## config.mk

```make
export PLATFORM = sky130hd
export DESIGN_NAME = mpu_fault_unit_flat
export DESIGN_NICKNAME = d
export VERILOG_FILES = /design/src/rtl/mpu_fault_unit_if.sv /design/src/rtl/mpu_fault_unit.sv /design/src/flat_wrapper.sv
export SDC_FILE = /design/constraint.sdc
export NUM_CORES = 1
export LEC_CHECK = 0
export BUFFER_PORTS_ARGS = -buffer_cell sky130_fd_sc_hd__buf_4
export CAP_MARGIN = 20
export CORE_MARGIN = 3
export CORE_UTILIZATION = 30
export DETAILED_ROUTE_END_ITERATION = 6
export GPL_ROUTABILITY_DRIVEN = 0
export PLACE_DENSITY = 0.65
export SLEW_MARGIN = 5
export SYNTH_ARGS = -nofsm -noshare
export SYNTH_HDL_FRONTEND = slang
export SYNTH_SLANG_ARGS = --single-unit
```

## constraint.sdc

```tcl
create_clock -name clk -period 2.3 [get_ports clk]
set_clock_uncertainty 0.1 [all_clocks]
set_input_delay 0.115 -clock clk [delete_from_list [all_inputs] [get_ports clk]]
set_output_delay 0.115 -clock clk [all_outputs]
set_load 0.005 [all_outputs]
```

## src/rtl/mpu_fault_unit_if.sv

```systemverilog
// Bus bundle for mpu_fault_unit: the MPU access/fault sideband, the n-CLIC
// handshake and the CSR window. The master drives it, the fault unit is the slave.
interface mpu_fault_unit_if;
    logic        mem_valid;
    logic        mem_fault_in;
    logic [15:0] addr;
    logic [6:0]  op;
    logic [2:0]  id;
    logic [7:0]  interrupt_prio;
    logic        irq_ack;
    logic [11:0] csr_addr;
    logic        csr_read_en;
    logic        csr_write_en;
    logic [31:0] csr_wdata;
    logic [31:0] csr_rdata;
    logic        fault_irq_out;
    logic        fault_pending;

    modport master (
        output mem_valid, mem_fault_in, addr, op, id, interrupt_prio, irq_ack,
        output csr_addr, csr_read_en, csr_write_en, csr_wdata,
        input  csr_rdata, fault_irq_out, fault_pending
    );

    modport slave (
        input  mem_valid, mem_fault_in, addr, op, id, interrupt_prio, irq_ack,
        input  csr_addr, csr_read_en, csr_write_en, csr_wdata,
        output csr_rdata, fault_irq_out, fault_pending
    );
endinterface

```

## src/rtl/mpu_fault_unit.sv

```systemverilog
// MPU fault consumer: latches the first faulting access, raises a level IRQ until
// released, and counts faults lost while a record is pending.
module mpu_fault_unit #(
    parameter logic [11:0] CsrBase  = 12'h420,
    parameter int          CntWidth = 8
) (
    input logic            clk,
    input logic            reset,
    mpu_fault_unit_if.slave bus
);

    typedef enum logic [0:0] {
        IDLE    = 1'b0,
        PENDING = 1'b1
    } state_e;

    localparam logic [CntWidth-1:0] CntMax = {CntWidth{1'b1}};

    state_e              state_q, state_d;
    logic [15:0]         addr_q, addr_d;
    logic                store_q, store_d;
    logic [2:0]          id_q, id_d;
    logic [7:0]          prio_q, prio_d;
    logic [CntWidth-1:0] cnt_q, cnt_d;

    logic                event_s;
    logic                status_hit_s;
    logic                release_s;
    logic                capture_s;
    logic                pending_s;
    logic [31:0]         rdata_s;

    assign event_s      = bus.mem_valid & bus.mem_fault_in;
    assign status_hit_s = (bus.csr_addr == (CsrBase + 12'd2));
    assign release_s    = bus.irq_ack | (bus.csr_write_en & status_hit_s & bus.csr_wdata[0]);
    // A release in the same cycle frees the slot, so the new event is taken as a fresh record.
    assign capture_s    = event_s & ((state_q == IDLE) | release_s);

    // State and record registers
    always_ff @(posedge clk or negedge reset) begin
        if (!reset) begin
            state_q <= IDLE;
            addr_q  <= 16'h0000;
            store_q <= 1'b0;
            id_q    <= 3'd0;
            prio_q  <= 8'h00;
            cnt_q   <= '0;
        end else begin
            state_q <= state_d;
            addr_q  <= addr_d;
            store_q <= store_d;
            id_q    <= id_d;
            prio_q  <= prio_d;
            cnt_q   <= cnt_d;
        end
    end

    // Next-state logic
    always_comb begin
        state_d = state_q;
        case (state_q)
            IDLE: begin
                if (event_s) begin
                    state_d = PENDING;
                end else begin
                    state_d = IDLE;
                end
            end
            PENDING: begin
                if (release_s && !event_s) begin
                    state_d = IDLE;
                end else begin
                    state_d = PENDING;
                end
            end
            default: state_d = IDLE;
        endcase
    end

    // Record capture and saturating missed-fault counter
    always_comb begin
        addr_d  = addr_q;
        store_d = store_q;
        id_d    = id_q;
        prio_d  = prio_q;
        cnt_d   = cnt_q;
        if (capture_s) begin
            addr_d  = bus.addr;
            store_d = bus.op[5];
            id_d    = bus.id;
            prio_d  = bus.interrupt_prio;
        end else begin
            addr_d  = addr_q;
        end
        if (state_q == PENDING) begin
            if (release_s) begin
                cnt_d = '0;
            end else if (event_s && (cnt_q != CntMax)) begin
                cnt_d = cnt_q + {{(CntWidth-1){1'b0}}, 1'b1};
            end else begin
                cnt_d = cnt_q;
            end
        end else begin
            cnt_d = cnt_q;
        end
    end

    // Outputs come straight from the state register
    always_comb begin
        pending_s = (state_q == PENDING);
    end

    // CSR read mux; unmapped addresses read zero
    always_comb begin
        rdata_s = 32'h0000_0000;
        case (bus.csr_addr)
            CsrBase: begin
                rdata_s[15:0] = addr_q;
            end
            CsrBase + 12'd1: begin
                rdata_s[7:0]  = prio_q;
                rdata_s[10:8] = id_q;
                rdata_s[11]   = store_q;
            end
            CsrBase + 12'd2: begin
                rdata_s[0]             = pending_s;
                rdata_s[16 +: CntWidth] = cnt_q;
            end
            default: rdata_s = 32'h0000_0000;
        endcase
    end

    assign bus.fault_pending = pending_s;
    assign bus.fault_irq_out = pending_s;
    assign bus.csr_rdata     = rdata_s;

endmodule

```

## src/flat_wrapper.sv

```systemverilog
// flat-port wrapper written by rule: the top's interface ports become plain ports
module mpu_fault_unit_flat 
#(
    parameter logic [11:0] CsrBase  = 12'h420,
    parameter int          CntWidth = 8
)
  (clk, reset, bus_mem_valid, bus_mem_fault_in, bus_addr, bus_op, bus_id, bus_interrupt_prio, bus_irq_ack, bus_csr_addr, bus_csr_read_en, bus_csr_write_en, bus_csr_wdata, bus_csr_rdata, bus_fault_irq_out, bus_fault_pending);
  mpu_fault_unit_if bus_i ();
  input logic clk;
  input logic reset;
  input wire logic [$bits(bus_i.mem_valid)-1:0] bus_mem_valid;
  input wire logic [$bits(bus_i.mem_fault_in)-1:0] bus_mem_fault_in;
  input wire logic [$bits(bus_i.addr)-1:0] bus_addr;
  input wire logic [$bits(bus_i.op)-1:0] bus_op;
  input wire logic [$bits(bus_i.id)-1:0] bus_id;
  input wire logic [$bits(bus_i.interrupt_prio)-1:0] bus_interrupt_prio;
  input wire logic [$bits(bus_i.irq_ack)-1:0] bus_irq_ack;
  input wire logic [$bits(bus_i.csr_addr)-1:0] bus_csr_addr;
  input wire logic [$bits(bus_i.csr_read_en)-1:0] bus_csr_read_en;
  input wire logic [$bits(bus_i.csr_write_en)-1:0] bus_csr_write_en;
  input wire logic [$bits(bus_i.csr_wdata)-1:0] bus_csr_wdata;
  output wire logic [$bits(bus_i.csr_rdata)-1:0] bus_csr_rdata;
  output wire logic [$bits(bus_i.fault_irq_out)-1:0] bus_fault_irq_out;
  output wire logic [$bits(bus_i.fault_pending)-1:0] bus_fault_pending;
  assign bus_i.mem_valid = bus_mem_valid;
  assign bus_i.mem_fault_in = bus_mem_fault_in;
  assign bus_i.addr = bus_addr;
  assign bus_i.op = bus_op;
  assign bus_i.id = bus_id;
  assign bus_i.interrupt_prio = bus_interrupt_prio;
  assign bus_i.irq_ack = bus_irq_ack;
  assign bus_i.csr_addr = bus_csr_addr;
  assign bus_i.csr_read_en = bus_csr_read_en;
  assign bus_i.csr_write_en = bus_csr_write_en;
  assign bus_i.csr_wdata = bus_csr_wdata;
  assign bus_csr_rdata = bus_i.csr_rdata;
  assign bus_fault_irq_out = bus_i.fault_irq_out;
  assign bus_fault_pending = bus_i.fault_pending;
  mpu_fault_unit #(.CsrBase(CsrBase), .CntWidth(CntWidth)) u_core (.clk(clk), .reset(reset), .bus(bus_i));
endmodule
```

==> flow_metrics.tcl <==
set metrics [dict create \
    crit_path_start_kind "register" \
    post_drt_wl_per_cell_um 13.20 \
    ys_ff_latch 37 \
    pre_cts_ws_ns 0.4706 \
    post_synth_inst_count 165 \
    dr.pass1.iters 4 \
    max_slew_margin_pct 62.10 \
    arrival_ns 1.97 \
    clock_path_buffers 2 \
    die-area_mm2 0.007416 \
    layout_commonest_cell "buf_4" \
    max_cap_violations 0 \
    vias_per_cell 4.718 \
    outcome "finished clean" \
    vdd_drop_max_mv 0.2971 \
    h-tree-depth 2 \
    crit_required_ns 2.42 \
    antenna_found_initial 0 \
    drive_gt1_share_pct 36.40 \
    fp.dieH_um 86.12 \
    fin_setup_tns_ns 0 \
    critPathMaxFanout 6 \
    coreArea_mm2 0.006061 \
    synth_area_mm2 0.001926 \
    grt_overflow 0 \
    vias 1637 \
    grt_max_degree 38 \
    hp-class "in -> reg" \
    totalWireLength_um 4580 \
    grt_pass1_vias 1615 \
    crit_family "simple AND/OR/NAND/NOR gates" \
    num_antenna_cells 0 \
    timing.rr.start "u_core.cnt_q[0]" \
    post-route-period-util_pct 80.59 \
    cts_tree "yes" \
    ant_nets 0 \
    slowest_delay_ns 0.61 \
    synth_top_area_share_pct 48.08 \
    power.density_mw_per_mm2 524.5 \
    clk_latency_ns 0.28 \
    grtUsageTotal_pct 12.67 \
    seq_area_frac_synth_pct 48.08 \
    rsz0062_at_grt "no" \
    clockRootBuffer "clkbuf_8" \
    finalHoldViolations 0 \
    startpoint "u_core.cnt_q[0]" \
    cts_made_buffers 5 \
    tightest_slew_ns 0.5673 \
    clock_sinks 37 \
    syn_area_per_cell_um2 11.67 \
    synth.area.top_cells "dfrtp_1, mux2_1, a22o_1" \
    maxSlewViolCount 0 \
    rows 28 \
    cellLeakagePower_nw 1.370 \
    finalWorstSetupSlack_ns 0.4465 \
    nets 357 \
    post_cts_resized 0 \
    initialDrtViolationCount 29 \
    worstSetupPathType "reg -> reg" \
    port-buffer-count 72 \
    final_cell_mix "buf_4, dfrtp_1, dlygate4sd3_1" \
    reg2reg_slack_ns 0.45 \
    cp_cell_sequence "ha_1 > nand2_1 > o31ai_1 > or4b_2 > nand3_1" \
    yosysUniqueCellTypes 36 \
    ios 119 \
    path_buf_inv 0 \
    cp-end-kind "register" \
    worstHoldStart "bus_irq_ack" \
    period_minus_slack_ns 1.854 \
    synthToLayoutAreaGrowth_pct 51.14 \
    yosysTopAreaCell "dfrtp_1" \
    die_w_um 86.12 \
    fmaxAchievable_mhz 539.5 \
    ys_warn_count 0 \
    grt_pass1_wl_um 7445 \
    drc 0 \
    clk_pin_slew_ns 0.07 \
    cp_slowest_cell "or4b_2" \
    hpwl_um 3027 \
    setup_viol 0 \
    start_util_pct 31.77 \
]
-- flip-flops by register name, indices dropped and copies added (netlist names) --
register / count
u_core.addr_q: 16
u_core.bus.fault_irq_out: 1
u_core.cnt_q: 8
u_core.id_q: 3
u_core.store_q: 1
u_core.prio_q: 8
-- synthesized netlist by cell type (all sizes together) --
cell / n
nand2b: 2
buf: 13
a31oi: 1
nand3: 3
nor2b: 1
nor4: 1
a21oi: 2
a21boi: 1
nor3b: 1
ha: 1
and3: 3
inv: 3
nor2: 10
mux2: 28
conb: 1
a22o: 11
mux2i: 5
nand2: 9
nor3: 6
o2111ai: 1
o31ai: 1
nand4: 5
and4: 1
dfrtp: 37
nor4b: 2
or4b: 1
and2: 12
and4b: 1
or3: 1
xor2: 1
-- kinds of logic after synthesis --
group,synth area share (%)
AOI/OAI and AO/OA,7.668
muxes,18.97
and+or+nand+nor,18.19
adders and majority gates,0.6497
other,0.1947
buffers and inverters,5.783
DFF,48.08
xor gates and xnor gates,0.4549
-- timing repair --
| action | 4_1_cts | 5_1_grt |
|---|---|---|
| setup buffers | 0 | 0 |
| hold buffers | 29 | 0 |
| endpoints found under the hold margin | 65 | 0 |
-- where the power goes --
group	internal, W	switching, W	total [W]
Clock	0.000209	0.000232	0.000441
Combinational	0.000171	0.0000989	0.000270
Sequential	0.000754	0.0000618	0.000816
Total	0.00113	0.000392	0.00153
-- layer usage --
metal / track usage, % / vias to the layer above / wire (µm)
met5: 0 / - / 0
met4: 3.022 / 0 / 20
met3: 4.323 / 2 / 431
met2: 22.56 / 66 / 2272
met1: 14.52 / 780 / 1855
li1: - / 789 / -
-- stage by stage --
| stage | hold WS [ns] | utilization, % | instance area [µm²] | cells | power [W] |
|---|---|---|---|---|---|
| 2_1_floorplan | -0.2806 | - | 1952 | 172 | 0.0009541 |
| 3_3_place_gp | 0.02390 | 41.80 | 2534 | 310 | 0.001052 |
| 3_5_place_dp | 0.02127 | 41.80 | 2534 | 310 | 0.001060 |
| 4_1_cts | 0.02169 | 48.02 | 2910 | 347 | 0.001556 |
| 5_1_grt | 0.03483 | 48.02 | 2910 | 347 | 0.001620 |
| 6_report | 0.03704 | 48.02 | 2910 | 347 | 0.001527 |
-- tightest hold or removal path, delay by kind of cell --
kind | cells | cell delay, ns
buffers and inverters | 1 | 0.09
and+or+nand+nor | 2 | 0.17
-- path summary, 6_finish.rpt --
| path | end | cells past startpoint |
|---|---|---|
| hold reg to reg | u_core.addr_q[13] | 1 |
| hold / removal | u_core.cnt_q[1] | 3 |
| setup reg to reg | u_core.cnt_q[1] | 5 |
| max in group asynchronous | u_core.bus.fault_irq_out | 2 |
| min in group asynchronous | u_core.prio_q[4] | 2 |
| setup / recovery | u_core.cnt_q[1] | 5 |
-- layout make-up --
class	instances	area, µm²
sequential	37	925.9
clock inverter	3	17.52
tap	75	93.84
fill	575	3151
clock buffer	5	68.82
timing repair buffer	105	873.3
inverter	3	11.26
multi-input combinational	119	919.6
(Power assumes the default switching activity.)
